===== src/rtl/alu_pkg.sv =====
// alu_pkg: opcodes, instruction field positions and controller state shared with the ALU
package alu_pkg;
    localparam logic [3:0] OP_NOP = 4'h0;
    localparam logic [3:0] OP_LDI = 4'h1;
    localparam logic [3:0] OP_ADD = 4'h2;
    localparam logic [3:0] OP_SUB = 4'h3;
    localparam int OP_LO  = 12;
    localparam int RD_LO  = 8;
    localparam int RS_LO  = 4;
    localparam int RT_LO  = 0;
    localparam int IMM_LO = 0;
    typedef enum logic [1:0] {IDLE, ISSUE, WAIT, WB} state_t;
    function automatic logic is_arith(input logic [3:0] op);
        return op == OP_ADD || op == OP_SUB;
    endfunction
endpackage


===== src/rtl/regfile_2r1w.sv =====
// regfile_2r1w: register file with two async read ports and one sync write port, r0 fixed at 0
module regfile_2r1w #(
    parameter int NREGS = 16,
    parameter int DW    = 16,
    parameter int AW    = $clog2(NREGS)
) (
    input  logic          clk,
    input  logic          rst,
    input  logic [AW-1:0] ra,
    input  logic [AW-1:0] rb,
    output logic [DW-1:0] da,
    output logic [DW-1:0] db,
    input  logic          we,
    input  logic [AW-1:0] wa,
    input  logic [DW-1:0] wd
);
    logic [DW-1:0] mem [NREGS];

    // clear on reset; writes to r0 are dropped so it always reads 0
    always_ff @(posedge clk) begin
        if (rst) begin
            for (int i = 0; i < NREGS; i++) mem[i] <= '0;
        end else if (we && wa != '0) begin
            mem[wa] <= wd;
        end
    end

    assign da = ra == '0 ? '0 : mem[ra];
    assign db = rb == '0 ? '0 : mem[rb];
endmodule


===== src/rtl/alu_issue_ctrl.sv =====
// alu_issue_ctrl: accepts instructions, issues ADD/SUB to a pipelined ALU and writes results back
module alu_issue_ctrl
    import alu_pkg::*;
#(
    parameter int DW      = 16,
    parameter int NREGS   = 16,
    parameter int ALU_LAT = 1
) (
    input  logic          clk,
    input  logic          rst,
    input  logic          instr_valid,
    input  logic [DW-1:0] instr_data,
    output logic          instr_ready,
    output logic [3:0]    alu_opcode,
    output logic [DW-1:0] alu_a,
    output logic [DW-1:0] alu_b,
    input  logic [DW-1:0] alu_result,
    output logic          done_valid,
    output logic [3:0]    done_rd,
    output logic [DW-1:0] done_data,
    output logic          zero_flag,
    output logic          illegal
);
    localparam int AW = $clog2(NREGS);
    localparam int CW = $clog2(ALU_LAT + 1);

    state_t        state;
    logic [3:0]    op_q;
    logic [3:0]    rd_q;
    logic [CW-1:0] cnt;
    logic [DW-1:0] wb_data;
    logic [DW-1:0] rs_val;
    logic [DW-1:0] rt_val;
    logic [3:0]    op;

    assign op          = instr_data[OP_LO +: 4];
    assign instr_ready = state == IDLE;

    regfile_2r1w #(.NREGS(NREGS), .DW(DW)) u_rf (
        .clk (clk),
        .rst (rst),
        .ra  (instr_data[RS_LO +: AW]),
        .rb  (instr_data[RT_LO +: AW]),
        .da  (rs_val),
        .db  (rt_val),
        .we  (state == WB),
        .wa  (rd_q[AW-1:0]),
        .wd  (wb_data)
    );

    // issue FSM: decode in IDLE, hold operands for one ISSUE cycle, wait out ALU latency, retire in WB
    always_ff @(posedge clk) begin
        if (rst) begin
            state      <= IDLE;
            op_q       <= OP_NOP;
            rd_q       <= '0;
            cnt        <= '0;
            wb_data    <= '0;
            alu_opcode <= OP_NOP;
            alu_a      <= '0;
            alu_b      <= '0;
            done_valid <= 1'b0;
            done_rd    <= '0;
            done_data  <= '0;
            zero_flag  <= 1'b0;
            illegal    <= 1'b0;
        end else begin
            done_valid <= 1'b0;
            illegal    <= 1'b0;
            case (state)
                IDLE: if (instr_valid) begin
                    op_q    <= op;
                    rd_q    <= instr_data[RD_LO +: 4];
                    wb_data <= DW'(instr_data[IMM_LO +: 8]);
                    if (op == OP_LDI) begin
                        state <= WB;
                    end else if (is_arith(op)) begin
                        alu_opcode <= op;
                        alu_a      <= rs_val;
                        alu_b      <= rt_val;
                        state      <= ISSUE;
                    end else begin
                        illegal <= 1'b1;
                    end
                end
                ISSUE: begin
                    alu_opcode <= OP_NOP;
                    cnt        <= '0;
                    state      <= WAIT;
                end
                WAIT: if (cnt == CW'(ALU_LAT - 1)) begin
                    wb_data <= alu_result;
                    state   <= WB;
                end else begin
                    cnt <= cnt + 1'b1;
                end
                WB: begin
                    done_valid <= 1'b1;
                    done_rd    <= rd_q;
                    done_data  <= wb_data;
                    zero_flag  <= is_arith(op_q) ? wb_data == '0 : zero_flag;
                    state      <= IDLE;
                end
                default: state <= IDLE;
            endcase
        end
    end
endmodule


===== config.mk =====
export PLATFORM = sky130hd
export DESIGN_NAME = alu_issue_ctrl
export DESIGN_NICKNAME = d
export VERILOG_FILES = /design/src/rtl/alu_pkg.sv /design/src/rtl/regfile_2r1w.sv /design/src/rtl/alu_issue_ctrl.sv
export SDC_FILE = /design/constraint.sdc
export NUM_CORES = 1
export LEC_CHECK = 0
export ABC_AREA = 1
export CELL_PAD_IN_SITES_DETAIL_PLACEMENT = 1
export CELL_PAD_IN_SITES_GLOBAL_PLACEMENT = 1
export CORE_MARGIN = 5
export CORE_UTILIZATION = 43
export DETAILED_ROUTE_END_ITERATION = 7
export GPL_TIMING_DRIVEN = 0
export PLACE_DENSITY = 0.86
export SLEW_MARGIN = 10
export SYNTH_ARGS = -nofsm -noshare
export SYNTH_HDL_FRONTEND = slang
export SYNTH_HIERARCHICAL = 1
export SYNTH_SLANG_ARGS = --single-unit

===== constraint.sdc =====
create_clock -name clk -period 2.55 [get_ports clk]
set_input_delay 0.6375 -clock clk [delete_from_list [all_inputs] [get_ports clk]]
set_output_delay 0.6375 -clock clk [all_outputs]
set_load 0.05 [all_outputs]

**Yosys cells after proc, flatten, opt, wreduce, memory -nomap -nowiden**

Memories as Yosys holds them, arrays and structs flattened.
Cells that the tools add are included.
W data, S select, Z words.

- Output and inout port bits: 60
- Bits in registers: 86
- Logic and storage cells: 76
- Memory bits (writable): 256
- Input bits: 35
- Memories kept: 1

Memories:

| memory | words | bits a word | rd ports | clocked after memory_dff | wr ports | line | text |
|---|---|---|---|---|---|---|---|
| u_rf.mem | 16 | 16 | 2 | 0 | 16 | regfile_2r1w.sv:17 | `logic [DW-1:0] mem [NREGS];` |

- Add/subtract/negate cells: 1
- Equal/unequal tests: 13
- Bitwise logic cells: 3
- Multiplexer cells: 26
- Reduce and logical (&&, ||, !) cells: 19

Operator list:

| kind | number |
|---|---|
| $mux W16 | 5 |
| $pmux W16 S2 | 1 |
| $eq A4 B2 Y1 const B | 4 |
| $logic_not A16 Y1 | 1 |
| $mux W4 | 4 |
| $reduce_or A16 Y1 | 1 |
| $mux W1 | 9 |
| $logic_not A4 Y1 | 2 |
| $mux W2 | 4 |
| $pmux W2 S4 | 1 |
| $pmux W4 S2 | 1 |
| $reduce_and A4 Y1 | 2 |
| $ne A2 B2 Y1 const B | 3 |
| $reduce_and A3 Y1 | 2 |
| $reduce_bool A2 Y1 | 3 |
| $eq A2 B2 Y1 const B | 2 |
| $eq A4 B1 Y1 const B | 1 |
| $reduce_and A2 Y1 | 2 |
| $reduce_bool A4 Y1 | 1 |
| $reduce_or A4 Y1 | 1 |
| $ne A3 B1 Y1 const B | 1 |
| $not A1 Y1 | 3 |
| $eq A2 B1 Y1 const B | 1 |
| $logic_not A2 Y1 | 1 |
| other kinds (5) | 6 |

**Longest topological paths before layout**

Gate-level depths: netlist of the first run.

- Word-level depth: 7
- Gate-level depth with buffers: 12
- Gate-level depth less buffers: 10

**By module**

The synthesis of the first run kept the hierarchy.

Modules (own cells, without submodules):

| module | seq. area each (um^2) | area each (um^2) | cells each | instances |
|---|---|---|---|---|
| regfile_2r1w | 7687.4 | 15159.5 | 2050 | 1 |
| alu_issue_ctrl | 1681.6 | 3204.3 | 403 | 1 |

**Worst setup path after synthesis of the first run**

No wires, ideal clock.

- Path type: input to register
- From: input rst
- To: memory u_rf.mem[14][0] (enable)
- Stages on the path: 6
- Path buffers: 1
- Path slack: 0.361 ns
- Required time: 2.178 ns
- Setup time: 0.372 ns
- Data arrival time: 1.817 ns
- Cells stage by stage: inv_1 -> nand3_4 -> nor3_4 -> nand2_2 -> clkbuf_8 -> nand2_1

RTL lines:

| element | line | text |
|---|---|---|
| from (decl) | alu_issue_ctrl.sv:10 | `input logic rst,` |
| to (decl) | regfile_2r1w.sv:17 |  |

**Final worst setup path of the first run**

- From: input instr_data[1]
- To: register alu_b[5]

- Cells in the longest elaborated chain, start to end: 2
- Elaborated cells between the ends (all ways): 3
- Classes of those cells: mux: 1; reduce/logical: 1; memory: 1

RTL lines:

| element | line | text |
|---|---|---|
| from (decl) | alu_issue_ctrl.sv:12 | `input logic [DW-1:0] instr_data,` |
| $mem_v2 Z16 W16 or $logic_not A4 Y1 (tied branches) | - |  |
| $mux W16 * | regfile_2r1w.sv:29 | `assign db = rb == '0 ? '0 : mem[rb];` |
| via rt_val[5] | alu_issue_ctrl.sv:33 | `logic [DW-1:0] rt_val;` |
| to (signal assigned) | alu_issue_ctrl.sv:80 | `alu_b <= rt_val;` |
| to (decl) | alu_issue_ctrl.sv:16 | `output logic [DW-1:0] alu_b,` |

Mark *: on every way through the listed nets, which the timed path passes. The rest lies on a longest branch.
A chain may end at the register's enable or synchronous reset.

==> flow_summary.yaml, run 1 <==
placement:
  pre_cts_ws_ps: -1230
  place_hpwl_mm: 56.6
  gp_congestion: 0.965
  port_buffers: 94
finish:
  final_cell_mix: "nand2_1, nand3_1, nor2_1, inv_1, edfxtp_1"
  fill_cells: 5238
  syn_to_final_growth_pct: 17.6
  multi_input_area_mm2: 0.00714
  regArea_mm2: 0.00937
  fin_nets: 2645
  layout_commonest_cell: "nand2_1"
  drive_gt1_share_pct: 9.33
logic_synthesis:
  yosysUniqueCellTypes: 31
  synth_seq_cells: 340
  avgSynthCellArea_um2: 7.49
  syn_area_mm2: 0.0184
  synth-edff-count: 256
  synthCells: 2453
  ys_seq_area_share_pct: 51.0
  yosysWarnings: 6
  ys_async_sr_fraction_pct: 0
  synth-main-ff-cell: "edfxtp_1"
setup_path:
  worst-path-buf-inv: 3
  crit_chain: "clkdlybuf4s50_1, inv_2, clkbuf_1, nand3_1, nand3_1, nand3_1, a21oi_1, nor2_1, nor2_1"
  end_kind: "flip-flop"
  critPathMaxStageDelay_ps: 610
  cp-start-kind: "input pin"
  crit_type: "input pin to flip-flop"
  crit_arrival_ps: 3020
  cp_top_family: "buffers and inverters"
  worstPathRequired_ps: 3050
  crit_top_cell: "nand3_1"
  path_max_fanout: 10
  cp_slowest_cell: "clkbuf_1"
power:
  pwr-share-seq_pct: 41.1
  power.internal_mw: 10.6
  clockPowerShare_pct: 36.6
  power.leakage_nw: 9.73
  p_per_area_mw_per_mm2: 731
  p_sw_mw: 5.23
  sw_frac_of_total_pct: 33.1
  vdd_drop_max_v: 0.000680
  p_comb_share_pct: 22.3
timing:
  finalSetupTns_ps: 0
  max_freq_mhz: 397
  tightest_slew_ps: 913
  timing.final.crit_share_pct: 98.8
  slew_violations: 0
  setup_viol: 0
  rsz0062_at_grt: "false"
  fin_ws_ps: 31.8
  skew_ps: 16.9
  finalHoldViolCount: 0
  max-slew-margin-rel_pct: 39.1
  layout_min_cycle_time_ps: 2520
clocking:
  cts-htree-levels: 2
  cts_tree: "done"
  cts_hold_buffers: 0
  cts_buffers: 39
  cts_buffer_depth: 3
  clock_latency_ps: 570
  path_clk_slew_ps: 60
  cts-root-buf: "clkbuf_16"
  cts.sinks: 340
route:
  post_drt_wl_per_cell_um: 24.4
  vias_per_cell: 5.70
  firstDrtPassIters: 6
  ant_nets: 0
  vias: 18104
  drt_wl_total_mm: 77.6
  drt-initial-drc-count: 1926
  remaining_drc_errors: 0
global_routing:
  antenna_found_initial: 1
  grt_pass1_wl_mm: 114
  gr-total-overflow: 0
  track_usage_pct: 32.2
  grt_max_degree: 17
  grt_pass1_vias: 18939
die:
  io_pins: 95
  die_area_mm2: 0.0469
  core-area_mm2: 0.0421
  rows: 75
  die_h_um: 217
  die_w_um: 217
  start_util_pct: 43.6
worst_hold_path:
  hp-class: "flip-flop to flip-flop"
outcome:
  status: "completed"
job:
  cap_viol_max_count: 0
-- cell usage after synthesis (9+ instances only) --
master    number  share of area [%]
a21oi_1       57                1.6
buf_1         21               0.43
buf_2         51                1.4
buf_6         16               0.98
clkbuf_1      58                1.2
dfxtp_1       84                9.2
edfxtp_1     256                 42
inv_1        328                6.7
nand2_1      718                 15
nand2_2       16               0.55
nand3_1      370                 10
nor2_1       362                7.4
nor2_2         9               0.31
o21ai_0       71                1.9
-- area by class of cell --
class | count | area share (%)
sequential | 340 | 43.4
clock buffer | 59 | 5.25
clock inverter | 12 | 0.724
timing repair buffer | 98 | 4.54
multi-input combinational | 1638 | 33.1
antenna | 1 | 0.0116
tap | 539 | 3.12
inverter | 337 | 5.92
buffer | 152 | 3.99
-- metal layers --
metal,up-vias,wire [um],track usage (%)
met3,270,7580,6.99
met4,2,4650,18.0
met2,974,35400,52.1
met5,-,12,0
li1,8005,-,-
met1,8853,29900,40.1
-- through the flow --
step | std cells | total power [mW] | instance area (um2) | hold slack [ps] | utilization [%]
after global placement | 3101 | 9.83 | 20000 | 434 | 47.6
after CTS | 3173 | 15.7 | 21500 | 451 | 51.0
after floorplan | 2468 | 8.62 | 18400 | 452 | -
final | 3176 | 15.8 | 21600 | 448 | 51.3
after global routing | 3175 | 16.3 | 21600 | 466 | 51.2
after detailed placement | 3101 | 9.98 | 20000 | 442 | 47.6
-- timing repair --
action	4_1_cts	5_1_grt
setup endpoints to repair	273	196
cloned	0	0
hold endpoints to repair	0	0
pin swaps	0	1
gates resized for setup	68	45
setup buffers	2	2
-- power groups by stage --
| stage | Clock (mW) | Combinational [mW] | Sequential, mW |
|---|---|---|---|
| floorplan | 0 | 1.83 | 6.79 |
| global route | 6.05 | 3.72 | 6.52 |
| CTS | 5.82 | 3.43 | 6.49 |
| finish | 5.77 | 3.52 | 6.49 |
| detailed placement | 0 | 3.38 | 6.60 |
| global placement | 0 | 3.25 | 6.58 |
-- registers in the layout, indices dropped and copies added (netlist names) --
| register | cells |
|---|---|
| illegal | 1 |
| done_data | 16 |
| alu_a | 16 |
| done_valid | 1 |
| alu_opcode | 4 |
| alu_b | 16 |
| done_rd | 4 |
| state | 2 |
| zero_flag | 1 |
| rd_q | 4 |
| u_rf/mem | 256 |
| op_q | 3 |
| wb_data | 16 |
-- kinds of logic (layout without fill, tap and decap cells) --
group / after synthesis / after routing / synth area share (%)
AOI/OAI and AO/OA: 129 / 129 / 3.54
adders and majority gates: 4 / 4 / 0.273
buffers and inverters: 490 / 658 / 11.3
DFF: 340 / 340 / 51.0
muxes: 4 / 4 / 0.218
other: 1 / 17 / 0.0204
and+or+nand+nor: 1485 / 1485 / 33.7
-- final timing paths --
kind | start | to | slack, ps | cells after the start
setup / recovery | instr_data[1] | alu_b[5] | 30 | 9
hold / removal | alu_opcode[3] | alu_opcode[3] | 450 | 2
setup reg to reg | rd_q[0] | u_rf/mem[11][1] | 220 | 9
hold reg to reg | alu_opcode[3] | alu_opcode[3] | 450 | 2
-- tightest hold or removal path: stages (launching register included) --
cell     delay [ps]
dfxtp_1         310
nand2_1          60
nor2_1           40
No activity file was read; power rests on OpenSTA's default activity.
==> run 2, diff against run 1 <==
--- a/config.mk
+++ b/config.mk
@@ -6,6 +6,7 @@
 export NUM_CORES = 1
 export LEC_CHECK = 0
 export ABC_AREA = 1
+export CAP_MARGIN = 20
 export CELL_PAD_IN_SITES_DETAIL_PLACEMENT = 1
 export CELL_PAD_IN_SITES_GLOBAL_PLACEMENT = 1
 export CORE_MARGIN = 5
@@ -13,6 +14,8 @@
 export DETAILED_ROUTE_END_ITERATION = 7
 export GPL_TIMING_DRIVEN = 0
 export PLACE_DENSITY = 0.86
+export RECOVER_POWER = 25
+export SKIP_CTS_REPAIR_TIMING = 1
 export SLEW_MARGIN = 10
 export SYNTH_ARGS = -nofsm -noshare
 export SYNTH_HDL_FRONTEND = slang
==> flow_summary.yaml, run 2 (same netlist as run 1, synthesis figures left out) <==
finish:
  drive_gt1_share_pct: 9.62
  stdcell_count: 3179
  fin_nets: 2650
  top_register: "u_rf/mem"
  stdcell_area_mm2: 0.0217
  fill_cells: 5209
  largest_register_ffs: 256
  final_cell_mix: "nand2_1, nand3_1, nor2_1, inv_1, edfxtp_1"
  layout_commonest_cell: "nand2_1"
  antennaDiodeCount: 0
  syn_to_final_growth_pct: 18.3
global_routing:
  gr-total-overflow: 0
  grt_pass1_vias: 19033
  grt_max_degree: 17
  track_usage_pct: 32.5
  grt_pass1_wl_mm: 115
  antenna_found_initial: 0
route:
  drt-initial-drc-count: 1873
  drt_wl_total_mm: 78.2
  met2_length_mm: 36.0
  vias: 18119
  highest_layer: "met4"
  wl_met3_mm: 7.78
  remaining_drc_errors: 0
  post_drt_wl_per_cell_um: 24.6
  drt-met1-wl_mm: 29.7
  ant_nets: 0
  vias_per_cell: 5.70
  firstDrtPassIters: 6
clocking:
  cts_buffer_depth: 3
  cts.sinks: 340
  cts-htree-levels: 2
  cts_tree: "done"
  path_clk_slew_ps: 60
  clock_latency_ps: 580
  cts-root-buf: "clkbuf_16"
  cts_buffers: 39
timing:
  skew_ps: 35.2
  max-slew-margin-rel_pct: 36.9
  fin_ws_ps: 0.374
  finalHoldViolCount: 0
  layout_min_cycle_time_ps: 2550
  setup_viol: 0
  timing.final.crit_share_pct: 100
  tightest_slew_ps: 946
  finalSetupTns_ps: 0
  max_freq_mhz: 392
  slew_violations: 0
worst_hold_path:
  hp-class: "flip-flop to flip-flop"
  hold-path-cell-count: 2
placement:
  pre_cts_ws_ps: -1220
  placed_area_mm2: 0.0201
  place_hpwl_mm: 56.8
  dp_cells: 3102
  gp_congestion: 0.965
  port_buffers: 94
setup_path:
  worstPathRequired_ps: 2780
  cp_slowest_cell: "clkdlybuf4s50_1"
  crit_cells: 5
  crit_chain: "clkdlybuf4s50_1, clkinvlp_4, buf_4, clkbuf_2, nand2_4"
  worst-path-buf-inv: 4
  reg2reg_depth: 9
  crit_type: "input pin to flip-flop"
  end_kind: "flip-flop"
  critPathMaxStageDelay_ps: 740
  cp_top_family: "buffers and inverters"
  path_max_fanout: 16
  cp-start-kind: "input pin"
  crit_arrival_ps: 2780
job:
  cap_viol_max_count: 0
power:
  p_per_area_mw_per_mm2: 732
  p_total_mw: 15.9
  power.leakage_nw: 9.77
  vdd_drop_max_v: 0.000680
die:
  core-area_mm2: 0.0421
  die_area_mm2: 0.0469
  die_w_um: 217
  die_h_um: 217
  io_pins: 95
  rows: 75
  start_util_pct: 43.6
outcome:
  status: "completed"
==> run 2: worst paths after layout <==
check | slack, ps | from | endpoint
worst max register to register | 250 | rd_q[3] | u_rf/mem[11][9]
worst max-delay path | 0.4 | rst | u_rf/mem[9][4]
worst min register to register | 440 | alu_opcode[3] | alu_opcode[3]
worst min-delay path | 440 | alu_opcode[3] | alu_opcode[3]
==> run 2: layout make-up <==
cell class / instances / area (um2) / area share [%]
Buffer: 153 / 865 / 3.98
Clock buffer: 47 / 1070 / 4.94
Clock inverter: 23 / 235 / 1.08
Inverter: 337 / 1280 / 5.90
Multi-Input combinational cell: 1638 / 7200 / 33.2
Sequential cell: 340 / 9370 / 43.1
Tap cell: 539 / 674 / 3.11
Timing Repair Buffer: 102 / 1020 / 4.68
==> run 2: per-layer routing <==
| metal | vias up | track usage, % |
|---|---|---|
| met5 | - | 0 |
| met4 | 0 | 17.9 |
| met3 | 274 | 8.28 |
| met2 | 964 | 52.6 |
| met1 | 8866 | 39.9 |
| li1 | 8015 | - |
==> run 2: metrics by stage <==
| stage | util [%] | hold slack (ps) |
|---|---|---|
| after floorplan | - | 452 |
| after global placement | 47.6 | 434 |
| after detailed placement | 47.6 | 438 |
| after CTS | 50.7 | 447 |
| after global routing | 51.5 | 457 |
| final | 51.5 | 444 |
==> run 2: power by group <==
part           leakage, nW  total, mW  switching, mW  internal, mW
clock network        0.651       5.84           2.42          3.42
logic                 5.80       3.55           2.65         0.907
registers             3.32       6.49          0.216          6.28
==> run 2: worst reg2reg max path: stages, from the launching register on <==
cell and delay, ps:
dfxtp_1 490, nor2_2 130, nand2_1 120, nand3_4 100, inv_1 90, nand3_1 80, inv_2 150, nand2_2 200
buf_6 220, nand2_2 360
